## config.mk

```make
export PLATFORM = sky130hd
export DESIGN_NAME = instr_decoder_flat
export DESIGN_NICKNAME = d
export VERILOG_FILES = /design/src/rtl/instr_decoder_pkg.sv /design/src/rtl/instr_decoder_if.sv /design/src/rtl/instr_decoder_cond_eval.sv /design/src/rtl/instr_decoder.sv /design/src/flat_wrapper.sv
export SDC_FILE = /design/constraint.sdc
export NUM_CORES = 1
export LEC_CHECK = 0
export CAP_MARGIN = 20
export CORE_UTILIZATION = 44
export DETAILED_ROUTE_END_ITERATION = 8
export HOLD_SLACK_MARGIN = 0.12
export PLACE_DENSITY = 0.82
export SLEW_MARGIN = 20
export SYNTH_ARGS = -nofsm -noshare
export SYNTH_HDL_FRONTEND = slang
export SYNTH_SLANG_ARGS = --single-unit
```

## constraint.sdc

```tcl
create_clock -name clk -period 2.8 [get_ports clk]
set_clock_uncertainty 0.05 [all_clocks]
set_input_delay 0.56 -clock clk [delete_from_list [all_inputs] [get_ports clk]]
set_output_delay 0.56 -clock clk [all_outputs]
set_load 0.1 [all_outputs]
```

## src/rtl/instr_decoder_pkg.sv

```systemverilog
// Shared types and constants for the instruction decoder: family indices, condition codes,
// fetch FSM states, NZCV bit positions and the family decode function.
package instr_decoder_pkg;

  localparam logic [3:0] FAM_DP_REG  = 4'd0;
  localparam logic [3:0] FAM_DP_IMM  = 4'd1;
  localparam logic [3:0] FAM_MUL     = 4'd2;
  localparam logic [3:0] FAM_MULL    = 4'd3;
  localparam logic [3:0] FAM_SWP     = 4'd4;
  localparam logic [3:0] FAM_HALF    = 4'd5;
  localparam logic [3:0] FAM_BX      = 4'd6;
  localparam logic [3:0] FAM_LS_IMM  = 4'd7;
  localparam logic [3:0] FAM_LS_REG  = 4'd8;
  localparam logic [3:0] FAM_UNDEF   = 4'd9;
  localparam logic [3:0] FAM_LSM     = 4'd10;
  localparam logic [3:0] FAM_BRANCH  = 4'd11;
  localparam logic [3:0] FAM_CP_XFER = 4'd12;
  localparam logic [3:0] FAM_CDP     = 4'd13;
  localparam logic [3:0] FAM_CP_REG  = 4'd14;
  localparam logic [3:0] FAM_SWI     = 4'd15;

  localparam logic [3:0] COND_EQ = 4'b0000;
  localparam logic [3:0] COND_NE = 4'b0001;
  localparam logic [3:0] COND_CS = 4'b0010;
  localparam logic [3:0] COND_CC = 4'b0011;
  localparam logic [3:0] COND_MI = 4'b0100;
  localparam logic [3:0] COND_PL = 4'b0101;
  localparam logic [3:0] COND_VS = 4'b0110;
  localparam logic [3:0] COND_VC = 4'b0111;
  localparam logic [3:0] COND_HI = 4'b1000;
  localparam logic [3:0] COND_LS = 4'b1001;
  localparam logic [3:0] COND_GE = 4'b1010;
  localparam logic [3:0] COND_LT = 4'b1011;
  localparam logic [3:0] COND_GT = 4'b1100;
  localparam logic [3:0] COND_LE = 4'b1101;
  localparam logic [3:0] COND_AL = 4'b1110;
  localparam logic [3:0] COND_NV = 4'b1111;

  localparam int FLAG_N = 3;
  localparam int FLAG_Z = 2;
  localparam int FLAG_C = 1;
  localparam int FLAG_V = 0;

  typedef enum logic [1:0] {
    IDLE  = 2'd0,
    FETCH = 2'd1,
    HOLD  = 2'd2
  } state_e;

  // Priority order matters: BX and the multiply/swap/halfword encodings all live inside the 000 space.
  function automatic logic [3:0] decode_family(input logic [31:0] w);
    logic [3:0] fam;
    fam = FAM_DP_REG;
    if (w[27:4] == 24'h12FFF1) begin
      fam = FAM_BX;
    end else begin
      case (w[27:25])
        3'b000: begin
          if (w[7:4] == 4'b1001 && w[24:23] == 2'b00)
            fam = FAM_MUL;
          else if (w[7:4] == 4'b1001 && w[24:23] == 2'b01)
            fam = FAM_MULL;
          else if (w[7:4] == 4'b1001 && w[24:23] == 2'b10 && w[21:20] == 2'b00)
            fam = FAM_SWP;
          else if (w[7] && w[4] && w[6:5] != 2'b00)
            fam = FAM_HALF;
          else
            fam = FAM_DP_REG;
        end
        3'b001: fam = FAM_DP_IMM;
        3'b010: fam = FAM_LS_IMM;
        3'b011: fam = w[4] ? FAM_UNDEF : FAM_LS_REG;
        3'b100: fam = FAM_LSM;
        3'b101: fam = FAM_BRANCH;
        3'b110: fam = FAM_CP_XFER;
        default: begin
          if (w[24])
            fam = FAM_SWI;
          else
            fam = w[4] ? FAM_CP_REG : FAM_CDP;
        end
      endcase
    end
    return fam;
  endfunction

endpackage

```

## src/rtl/instr_decoder_if.sv

```systemverilog
// Decoder bus: memory fetch handshake, flag write port and sequencer-facing decode outputs.
// undef_trap exists only when UNDEF_TRAP_EN is defined.
interface instr_decoder_if;
  logic        ld_ir;
  logic [31:0] mem_data;
  logic        mem_ready;
  logic        ld_cc;
  logic [3:0]  nzcv_in;
  logic        mem_req;
  logic        ir_valid;
  logic [31:0] ir;
  logic [3:0]  flags;
  logic [15:0] family_bits;
  logic        COND;
  logic        L;
  logic        P;
  logic        A;
`ifdef UNDEF_TRAP_EN
  logic        undef_trap;

  modport master (
    output ld_ir, mem_data, mem_ready, ld_cc, nzcv_in,
    input  mem_req, ir_valid, ir, flags, family_bits, COND, L, P, A, undef_trap
  );
  modport slave (
    input  ld_ir, mem_data, mem_ready, ld_cc, nzcv_in,
    output mem_req, ir_valid, ir, flags, family_bits, COND, L, P, A, undef_trap
  );
`else
  modport master (
    output ld_ir, mem_data, mem_ready, ld_cc, nzcv_in,
    input  mem_req, ir_valid, ir, flags, family_bits, COND, L, P, A
  );
  modport slave (
    input  ld_ir, mem_data, mem_ready, ld_cc, nzcv_in,
    output mem_req, ir_valid, ir, flags, family_bits, COND, L, P, A
  );
`endif
endinterface

```

## src/rtl/instr_decoder_cond_eval.sv

```systemverilog
// Combinational ARMv4 condition check of a 4-bit condition field against NZCV.
module instr_decoder_cond_eval
  import instr_decoder_pkg::*;
(
  input  logic [3:0] cond_i,
  input  logic [3:0] nzcv_i,
  output logic       pass_o
);

  logic n, z, c, v;

  assign n = nzcv_i[FLAG_N];
  assign z = nzcv_i[FLAG_Z];
  assign c = nzcv_i[FLAG_C];
  assign v = nzcv_i[FLAG_V];

  always_comb begin
    pass_o = 1'b0;
    case (cond_i)
      COND_EQ: pass_o = z;
      COND_NE: pass_o = !z;
      COND_CS: pass_o = c;
      COND_CC: pass_o = !c;
      COND_MI: pass_o = n;
      COND_PL: pass_o = !n;
      COND_VS: pass_o = v;
      COND_VC: pass_o = !v;
      COND_HI: pass_o = c && !z;
      COND_LS: pass_o = !c || z;
      COND_GE: pass_o = (n == v);
      COND_LT: pass_o = (n != v);
      COND_GT: pass_o = !z && (n == v);
      COND_LE: pass_o = z || (n != v);
      COND_AL: pass_o = 1'b1;
      default: pass_o = 1'b0;
    endcase
  end

endmodule

```

## src/rtl/instr_decoder.sv

```systemverilog
// Fetch-side instruction decoder: fetch FSM, IR, NZCV flags and one-hot family decode for the sequencer.
// UNDEF_TRAP_EN adds undef_trap for undefined and coprocessor families.
module instr_decoder
  import instr_decoder_pkg::*;
#(
  parameter logic [3:0]  RESET_FLAGS = 4'b0000,
  parameter logic [31:0] RESET_IR    = 32'hE1A00000
) (
  input  logic            clk,
  input  logic            rst,
  instr_decoder_if.slave  bus
);

  state_e      state_q, state_d;
  logic [31:0] ir_q, ir_d;
  logic [3:0]  flags_q, flags_d;
  logic [15:0] fam_q, fam_d;
  logic        latch;
  logic        valid;
  logic        cond_pass;

  always_ff @(posedge clk or posedge rst) begin
    if (rst) begin
      state_q <= IDLE;
      ir_q    <= RESET_IR;
      flags_q <= RESET_FLAGS;
      fam_q   <= '0;
    end else begin
      state_q <= state_d;
      ir_q    <= ir_d;
      flags_q <= flags_d;
      fam_q   <= fam_d;
    end
  end

  // ld_ir during FETCH and mem_ready outside FETCH fall through with no effect.
  always_comb begin
    state_d = state_q;
    latch   = 1'b0;
    case (state_q)
      IDLE:  if (bus.ld_ir) state_d = FETCH;
      FETCH: begin
        if (bus.mem_ready) begin
          state_d = HOLD;
          latch   = 1'b1;
        end
      end
      HOLD:  if (bus.ld_ir) state_d = FETCH;
      default: state_d = IDLE;
    endcase
  end

  always_comb begin
    ir_d    = ir_q;
    fam_d   = fam_q;
    flags_d = flags_q;
    if (latch) begin
      ir_d  = bus.mem_data;
      fam_d = 16'h0001 << decode_family(bus.mem_data);
    end
    if (bus.ld_cc)
      flags_d = bus.nzcv_in;
  end

  instr_decoder_cond_eval u_cond_eval (
    .cond_i (ir_q[31:28]),
    .nzcv_i (flags_q),
    .pass_o (cond_pass)
  );

  assign valid           = (state_q == HOLD);
  assign bus.mem_req     = (state_q == FETCH);
  assign bus.ir_valid    = valid;
  assign bus.ir          = ir_q;
  assign bus.flags       = flags_q;
  assign bus.family_bits = valid ? fam_q : 16'h0000;
  assign bus.COND        = valid && cond_pass;
  assign bus.L           = ir_q[20];
  assign bus.P           = ir_q[24];
  assign bus.A           = ir_q[21];

`ifdef UNDEF_TRAP_EN
  assign bus.undef_trap = valid && (fam_q[FAM_UNDEF] || fam_q[FAM_CP_XFER] ||
                                    fam_q[FAM_CDP]   || fam_q[FAM_CP_REG]);
`endif

endmodule
```

## src/flat_wrapper.sv

```systemverilog
// flat-port wrapper written by rule: the top's interface ports become plain ports
module instr_decoder_flat import instr_decoder_pkg::*;
#(
  parameter logic [3:0]  RESET_FLAGS = 4'b0000,
  parameter logic [31:0] RESET_IR    = 32'hE1A00000
)
  (clk, rst, bus_ld_ir, bus_mem_data, bus_mem_ready, bus_ld_cc, bus_nzcv_in, bus_mem_req, bus_ir_valid, bus_ir, bus_flags, bus_family_bits, bus_COND, bus_L, bus_P, bus_A);
  instr_decoder_if bus_i ();
  input  logic clk;
  input  logic rst;
  input wire logic [$bits(bus_i.ld_ir)-1:0] bus_ld_ir;
  input wire logic [$bits(bus_i.mem_data)-1:0] bus_mem_data;
  input wire logic [$bits(bus_i.mem_ready)-1:0] bus_mem_ready;
  input wire logic [$bits(bus_i.ld_cc)-1:0] bus_ld_cc;
  input wire logic [$bits(bus_i.nzcv_in)-1:0] bus_nzcv_in;
  output wire logic [$bits(bus_i.mem_req)-1:0] bus_mem_req;
  output wire logic [$bits(bus_i.ir_valid)-1:0] bus_ir_valid;
  output wire logic [$bits(bus_i.ir)-1:0] bus_ir;
  output wire logic [$bits(bus_i.flags)-1:0] bus_flags;
  output wire logic [$bits(bus_i.family_bits)-1:0] bus_family_bits;
  output wire logic [$bits(bus_i.COND)-1:0] bus_COND;
  output wire logic [$bits(bus_i.L)-1:0] bus_L;
  output wire logic [$bits(bus_i.P)-1:0] bus_P;
  output wire logic [$bits(bus_i.A)-1:0] bus_A;
  assign bus_i.ld_ir = bus_ld_ir;
  assign bus_i.mem_data = bus_mem_data;
  assign bus_i.mem_ready = bus_mem_ready;
  assign bus_i.ld_cc = bus_ld_cc;
  assign bus_i.nzcv_in = bus_nzcv_in;
  assign bus_mem_req = bus_i.mem_req;
  assign bus_ir_valid = bus_i.ir_valid;
  assign bus_ir = bus_i.ir;
  assign bus_flags = bus_i.flags;
  assign bus_family_bits = bus_i.family_bits;
  assign bus_COND = bus_i.COND;
  assign bus_L = bus_i.L;
  assign bus_P = bus_i.P;
  assign bus_A = bus_i.A;
  instr_decoder #(.RESET_FLAGS(RESET_FLAGS), .RESET_IR(RESET_IR)) u_core (.clk(clk), .rst(rst), .bus(bus_i));
endmodule
```

* Word-level counts from Yosys, hierarchy flattened
Index checks and enable logic that the tools add are counted.
** Word-level totals
- Flip-flop bits (word level) :: 54
- Input port bits :: 41
- Output and inout bits :: 58
- Logic and storage cells :: 75
** Cells by class
- Equal/unequal tests :: 30
- Shifts and indexed selects :: 1
- Muxes and demuxes :: 17
- Reductions and logical operators :: 23
** Operator list (count)
- 4-bit equality test (second input constant) :: 8
- 4-bit case mux with 7 select lines :: 1
- 24-bit by 21-bit equality test with 1-bit output (second input constant) :: 1
- 4-bit two-way mux :: 6
- 4-bit by 3-bit equality test with 1-bit output (second input constant) :: 4
- 16-bit two-way mux :: 1
- 1-bit by 4-bit << shifter with 16-bit output (first input constant) :: 1
- 1-bit case mux with 15 select lines :: 1
- 3-bit equality test (second input constant) :: 3
- 1-bit logical AND :: 9
- 4-bit by 2-bit equality test with 1-bit output (second input constant) :: 2
- 3-bit by 2-bit equality test with 1-bit output (second input constant) :: 2
- 2-bit zero test :: 3
- 2-bit two-way mux :: 3
- 2-bit by 1-bit equality test with 1-bit output (second input constant) :: 2
- 2-bit equality test (second input constant) :: 2
- 4-bit by 1-bit equality test with 1-bit output (second input constant) :: 1
- 1-bit zero test :: 4
- 4-bit zero test :: 1
- 2-bit case mux with 2 select lines :: 1
- 3-bit by 1-bit equality test with 1-bit output (second input constant) :: 1
- 3-bit zero test :: 1
- 1-bit two-way mux :: 3
- 3-bit two-way mux :: 1
- other kinds (8) :: 9

* Longest topological paths before layout
Gate-level depths: netlist (run 1).
- Depth after elaboration :: 10
- Mapped depth :: 6
- Depth with buffers taken out :: 5

* Modules after synthesis
From an unflattened synthesis (run 1), not the netlist that was laid out.
** Unflattened totals
- Cell total of the unflattened synthesis :: 218
- Area, all modules :: 2640.0 µm²
** By module, submodules not included
- instr_decoder :: times used 1, cells each 190, area each 2446.1 µm², sequential area each 1358.8 µm²
- instr_decoder_cond_eval :: times used 1, cells each 28, area each 193.9 µm², sequential area each 0.0 µm²

* Least setup slack after synthesis (run 1)
OpenSTA, ideal clock, no wires.
- Path type :: register to output
- Start :: register u_core.ir_q[31], in the netlist u_core.bus.ir[31]
- End :: output port bus_COND
- Data arrival time :: 3086 ps
- Required time :: 2190 ps
- Setup slack :: -896 ps
- Stages on the path, launching flop included :: 7
- Buffers on the path :: 1
- Cell sequence :: dfstp_2 > clkbuf_1 > nand2_1 > mux2i_1 > nor2_1 > xnor2_1 > o211ai_1
** Between the ends
- Word-level cells in the longest chain between the ends :: 3
- Elaborated cells on any way between the ends :: 17
- Classes of those cells :: 14 x eq/ne; 1 x mux; 2 x reduce/logical
** RTL lines
- from (decl) :: line instr_decoder.sv:15 : logic [31:0] ir_q, ir_d;
- from (signal assigned) :: line instr_decoder.sv:30 : ir_q <= ir_d;
- 4-bit equality test (tied with other cells) :: line instr_decoder_cond_eval.sv:19 : case (cond_i)
- 1-bit case mux with 15 select lines (*) :: line instr_decoder_cond_eval.sv:19
- 1-bit logical AND (*) :: line instr_decoder.sv:77 : assign bus.COND = valid && cond_pass;
- to (decl) :: line flat_wrapper.sv:21 : output wire logic [$bits(bus_i.COND)-1:0] bus_COND;
Mark *: on every way between the ends. The rest lies on a longest branch, timed or not.

* Worst setup path in the final report (run 1)
- Start :: register u_core.ir_q[30], in the netlist u_core.bus.ir[30]
- End :: output port bus_COND
The elaborated chain is that of the path after synthesis.

==> impl_metrics.env, run 1 <==
export IMPL_synth_seq_cells=54
export IMPL_clock_latency_ns=0.30
export IMPL_fillers=427
export IMPL_outcome="completed"
export IMPL_yosysUniqueCellTypes=52
export IMPL_syn_area_sq_um=2630
export IMPL_clkTransAtPathRegs_ns=0.09
export IMPL_required_ns=2.19
export IMPL_viasPerCell=5.28
export IMPL_grt_overflow=0
export IMPL_synth_area_leaders="dfrtp_1 (46%), mux2_2 (15%), dfstp_2 (6.0%), and2_1 (4.3%), a22o_1 (3.0%)"
export IMPL_grt_pass1_wl_mm=9.75
export IMPL_wl_per_cell_microns=14.7
export IMPL_die_y_microns=79.3
export IMPL_r2r_slack_ns=1.02
export IMPL_first_global_vias=2031
export IMPL_vdd_ir_drop_max_uv=753
export IMPL_nNetsFinal=359
export IMPL_die_area_sq_um=6290
export IMPL_vias=2064
export IMPL_syn_area_per_cell_sq_um=11.8
export IMPL_register_area_sq_um=1370
export IMPL_clock_path_buffers=2
export IMPL_setup_ws_ns=0.0992
export IMPL_syn_to_final_growth_pct=46.8
export IMPL_min_path_type="reg -> reg"
export IMPL_drv_cap=0
export IMPL_antenna_found_initial=0
export IMPL_cellPowerDensity_nw_per_um2=1050
export IMPL_cts_tree="built"
export IMPL_synth_edf_count=0
export IMPL_routed_wl_mm=5.76
export IMPL_rr_worst_depth=4
export IMPL_critPathArrivalTime_ns=2.09
export IMPL_multi_input_area_sq_um=1200
export IMPL_start_kind="flop"
export IMPL_synthFlopType="dfrtp_1"
export IMPL_finalSetupViolations=0
export IMPL_worstMarginPinSlew_ns=0.570
export IMPL_dr_wl_met2_mm=2.84
export IMPL_slew_viol_final=0
export IMPL_top_layer_used="met4"
export IMPL_drtPass1Iterations=4
export IMPL_routabilityCongestion=0.866
export IMPL_ctsHoldBuffers=0
export IMPL_drtAntennaViolNets=0
export IMPL_async_flop_share_pct=100
export IMPL_reg2reg_to="u_core.fam_q[8]$_DFFE_PP0P_"
export IMPL_place_ws_ns=0.223
export IMPL_diodes=0
export IMPL_setup_tns_ns=0
export IMPL_synth_top_area_share_pct=45.7
export IMPL_hold_slack_ns=0.443
export IMPL_fp_dieW_microns=79.3
export IMPL_min_period_ns=2.70
export IMPL_leakage_nw=1.68
export IMPL_hold_viol=0
export IMPL_synth_seq_area_share_pct=51.7
export IMPL_yosys_area_top_type="dfrtp_1"
export IMPL_syn_nets=263
export IMPL_path_class="reg -> out"
export IMPL_grt_max_degree=31
export IMPL_drc_errors=0
export IMPL_timing_rr_start="u_core.state_q[1]$_DFFE_PP0P_"
export IMPL_io_buffers=98
export IMPL_cts_sinks=54
export IMPL_max_freq_ghz=0.370
export IMPL_drt_initial_drc_count=108
export IMPL_io_pins=99
export IMPL_wl_met1_mm=2.48
export IMPL_min_to="u_core.bus.ir[26]$_DFFE_PP0P_"
export IMPL_slew_headroom_pct=61.6
export IMPL_worstPathMaxFanout=2
export IMPL_start_util_pct=46.6
export IMPL_fin_crit_sh_pct=96.5
export IMPL_core_area_sq_um=5640
export IMPL_synth_cells=222
export IMPL_h_tree_depth=2
export IMPL_hpwl_mm=4.48
export IMPL_min_delay_path_depth=2
export IMPL_wl_met3_microns=396
export IMPL_root_buffer="clkbuf_8"
export IMPL_track_usage_pct=20.2
export IMPL_rows=27
export IMPL_final_cell_mix="dfrtp_1 (46), buf_4 (44), clkdlybuf4s50_1 (40)"
export IMPL_ys_warn_count=0
export IMPL_drive_above_1_share_pct=40.1
export IMPL_crit_path_end_kind="output port"
export IMPL_cts_buffers=5
export IMPL_worst_hold_startpoint="u_core.bus.ir[26]$_DFFE_PP0P_"
export IMPL_layout_commonest_cell="dfrtp_1"
## critical path, stage by stage, from the launching register on
cell and delay, ns:
dfstp_4 0.63, or3b_4 0.38, o21a_1 0.12, o221ai_2 0.12, o311ai_1 0.12, o211ai_1 0.15
clkbuf_16 0.26
## registers in the layout, summed over array words and instances (netlist names)
register	flops
u_core.fam_q	16
u_core.state_q	2
u_core.bus.flags	4
u_core.bus.ir	32
## where the power goes
| group | switching, W | leakage, nW | internal [W] |
|---|---|---|---|
| clock network | 0.000238 | 0.0395 | 0.000178 |
| logic | 0.00186 | 0.983 | 0.000595 |
| registers | 0.000153 | 0.659 | 0.00102 |
| total | 0.00225 | 1.68 | 0.00179 |
## through the flow
step	instances	power (W)	area, sq um	util (%)
global placement	382	0.00360	3750	66.6
floorplan	222	0.00314	2660	-
global route	391	0.00420	3860	68.4
detailed placement	382	0.00363	3750	66.6
finish	391	0.00405	3860	68.4
CTS	391	0.00406	3840	68.2
## cells in the mapped netlist, drive strengths merged (2+ instances only)
library cell  number
dfstp              6
and2b              2
o311ai             2
a21oi              4
o31ai              2
clkbuf             8
inv                4
mux2              36
nand2             14
nor4               2
xnor2              2
nor2              10
a22o              12
nand3              4
and2              19
o21ai              8
and3               2
nand4              3
dfrtp             48
buf                6
nor2b              3
nand2b             3
## worst max-delay path by stage
stage	from	end
after detailed placement	u_core.bus.ir[30]$_DFFE_PP1P_	bus_COND
after global routing	u_core.bus.ir[30]$_DFFE_PP1P_	bus_COND
after floorplan	u_core.bus.ir[30]$_DFFE_PP1P_	bus_COND
after CTS	u_core.bus.ir[30]$_DFFE_PP1P_	bus_COND
final	u_core.bus.ir[30]$_DFFE_PP1P_	bus_COND
after global placement	u_core.bus.ir[30]$_DFFE_PP1P_	bus_COND
## kinds of logic (layout without fill, tap and decap cells)
family | Yosys count | in the layout | synth area share (%)
simple gates | 69 | 69 | 16.1
compound gates | 41 | 41 | 12.1
flops | 54 | 54 | 51.7
mux | 37 | 37 | 15.8
buf+inv | 18 | 115 | 3.24
xor+xnor | 3 | 3 | 1.00
## timing repair
item,in CTS,in global routing
buffers inserted,1,0
pin swaps,3,2
resized for setup,2,3
setup endpoints to repair,1,1
## final cells by class
type / instances / share of cell area, %
clock buffer: 8 / 2.07
sequential: 54 / 35.5
inverter: 4 / 0.389
tap: 72 / 2.33
timing repair buffer: 103 / 28.7
multi-input combinational: 150 / 31.1
## metal layers
metal / track usage, % / vias to the layer above
met2: 33.2 / 66
met5: 0 / -
met4: 4.91 / 0
li1: - / 996
met1: 26.2 / 998
met3: 5.75 / 4
Power figures use the tool's default switching activity.
==> run 2: changes to the inputs <==
Settings changed: CAP_MARGIN 20 to 0, CELL_PAD_IN_SITES_DETAIL_PLACEMENT set to 1, CELL_PAD_IN_SITES_GLOBAL_PLACEMENT set to 1, CORE_UTILIZATION 44 to 34.
==> impl_metrics.env, run 2 (synthesis results as in run 1) <==
export IMPL_drc_errors=0
export IMPL_clock_path_buffers=2
export IMPL_setup_ws_ns=0.0654
export IMPL_track_usage_pct=18.0
export IMPL_fp_dieW_microns=89.9
export IMPL_clkTransAtPathRegs_ns=0.09
export IMPL_hold_slack_ns=0.447
export IMPL_root_buffer="clkbuf_8"
export IMPL_slew_viol_final=0
export IMPL_cellPowerDensity_nw_per_um2=1050
export IMPL_io_pins=99
export IMPL_hpwl_mm=5.32
export IMPL_register_area_sq_um=1370
export IMPL_routabilityCongestion=0.754
export IMPL_diodes=0
export IMPL_cts_sinks=54
export IMPL_critPathArrivalTime_ns=2.12
export IMPL_min_period_ns=2.73
export IMPL_routed_wl_mm=6.84
export IMPL_die_area_sq_um=8090
export IMPL_largest_register_ffs=32
export IMPL_multi_input_area_sq_um=1210
export IMPL_max_freq_ghz=0.366
export IMPL_cp_cell_sequence="buf_6 > mux2_2 > o221ai_2 > o311ai_2 > o211ai_1 > clkbuf_16"
export IMPL_critPathSlowestCell="dfstp_4"
export IMPL_first_global_vias=2281
export IMPL_drive_above_1_share_pct=41.3
export IMPL_finalPower_w=0.00411
export IMPL_setup_tns_ns=0
export IMPL_drt_initial_drc_count=42
export IMPL_clock_latency_ns=0.30
export IMPL_worstPathMaxFanout=8
export IMPL_outcome="completed"
export IMPL_wl_per_cell_microns=16.3
export IMPL_place_ws_ns=0.177
export IMPL_drtAntennaViolNets=0
export IMPL_critPathMaxStageDelay_ns=0.63
export IMPL_drv_cap=0
export IMPL_path_class="reg -> out"
export IMPL_fillers=775
export IMPL_start_kind="flop"
export IMPL_fin_cells=419
export IMPL_final_cell_mix="dfrtp_1 (46), buf_4 (45), clkdlybuf4s50_1 (40)"
export IMPL_cts_buffers=5
export IMPL_vdd_ir_drop_max_uv=572
export IMPL_antenna_found_initial=0
export IMPL_drtPass1Iterations=4
export IMPL_die_y_microns=89.9
export IMPL_leakage_nw=1.70
export IMPL_ctsHoldBuffers=0
export IMPL_worstMarginPinSlew_ns=0.737
export IMPL_finalSetupViolations=0
export IMPL_cts_tree="built"
export IMPL_io_buffers=98
export IMPL_hold_viol=0
export IMPL_nNetsFinal=360
export IMPL_syn_to_final_growth_pct=49.1
export IMPL_grt_overflow=0
export IMPL_crit_path_end_kind="output port"
export IMPL_core_area_sq_um=7370
export IMPL_h_tree_depth=2
export IMPL_grt_max_degree=41
export IMPL_viasPerCell=4.93
export IMPL_vias=2064
export IMPL_start_util_pct=35.7
export IMPL_layout_commonest_cell="dfrtp_1"
export IMPL_rsz0062_at_grt="true"
export IMPL_slew_headroom_pct=50.4
export IMPL_min_path_type="reg -> reg"
export IMPL_fin_crit_sh_pct=97.7
export IMPL_grt_pass1_wl_mm=11.9
export IMPL_rows=31
export IMPL_dp_cells=410
export IMPL_required_ns=2.19
-- run 2: path summary, 6_finish.rpt --
path,start,to,slack [ns],cells past startpoint
min in group asynchronous,rst,u_core.bus.ir[15]$_DFFE_PP0P_,0.47,2
worst min-delay path,u_core.bus.ir[26]$_DFFE_PP0P_,u_core.bus.ir[26]$_DFFE_PP0P_,0.45,2
worst max register to register,u_core.state_q[1]$_DFFE_PP0P_,u_core.fam_q[8]$_DFFE_PP0P_,0.97,4
worst max-delay path,u_core.bus.ir[30]$_DFFE_PP1P_,bus_COND,0.07,6
max in group asynchronous,rst,u_core.bus.ir[23]$_DFFE_PP1P_,1.63,3
worst min register to register,u_core.bus.ir[26]$_DFFE_PP0P_,u_core.bus.ir[26]$_DFFE_PP0P_,0.45,2
-- run 2: critical path, delay by kind of cell (launching register included) --
family	cells	cell delay, ns
AO/OA/AOI/OAI	3	0.47
buffers and inverters	2	0.38
flip-flops	1	0.63
multiplexers	1	0.34
-- run 2: routing by layer --
layer | vias up | track usage [%] | share of wire [%]
met1 | 1011 | 22.9 | 44
met5 | - | 0 | 0
met4 | 0 | 3.63 | 0.86
li1 | 993 | - | -
met2 | 55 | 31.1 | 51
met3 | 5 | 4.31 | 4.9
-- run 2: cell type report --
class | count | area share (%)
Clock buffer | 7 | 2.20
Clock inverter | 1 | 0.128
Inverter | 4 | 0.383
Multi-Input combinational cell | 150 | 30.8
Sequential cell | 54 | 34.9
Tap cell | 99 | 3.16
Timing Repair Buffer | 104 | 28.4
-- run 2: stage by stage --
step,cell area [sq um],util [%]
2_1_floorplan,2660,-
3_3_place_gp,3800,51.5
3_5_place_dp,3800,51.5
4_1_cts,3900,52.9
5_1_grt,3920,53.2
6_report,3920,53.2
-- run 2: where the power goes --
group | internal [W] | total, W | switching, W
Clock | 0.000200 | 0.000451 | 0.000250
Sequential | 0.00102 | 0.00118 | 0.000162
Combinational | 0.000598 | 0.00248 | 0.00189
Total | 0.00182 | 0.00411 | 0.00230
-- run 2: what timing repair did --
| item | 4_1_cts | 5_1_grt |
|---|---|---|
| setup buffers | 1 | 0 |
| setup endpoints to repair | 1 | 1 |
| gates cloned | 0 | 0 |
| pin swaps | 1 | 3 |
| resized for setup | 2 | 4 |
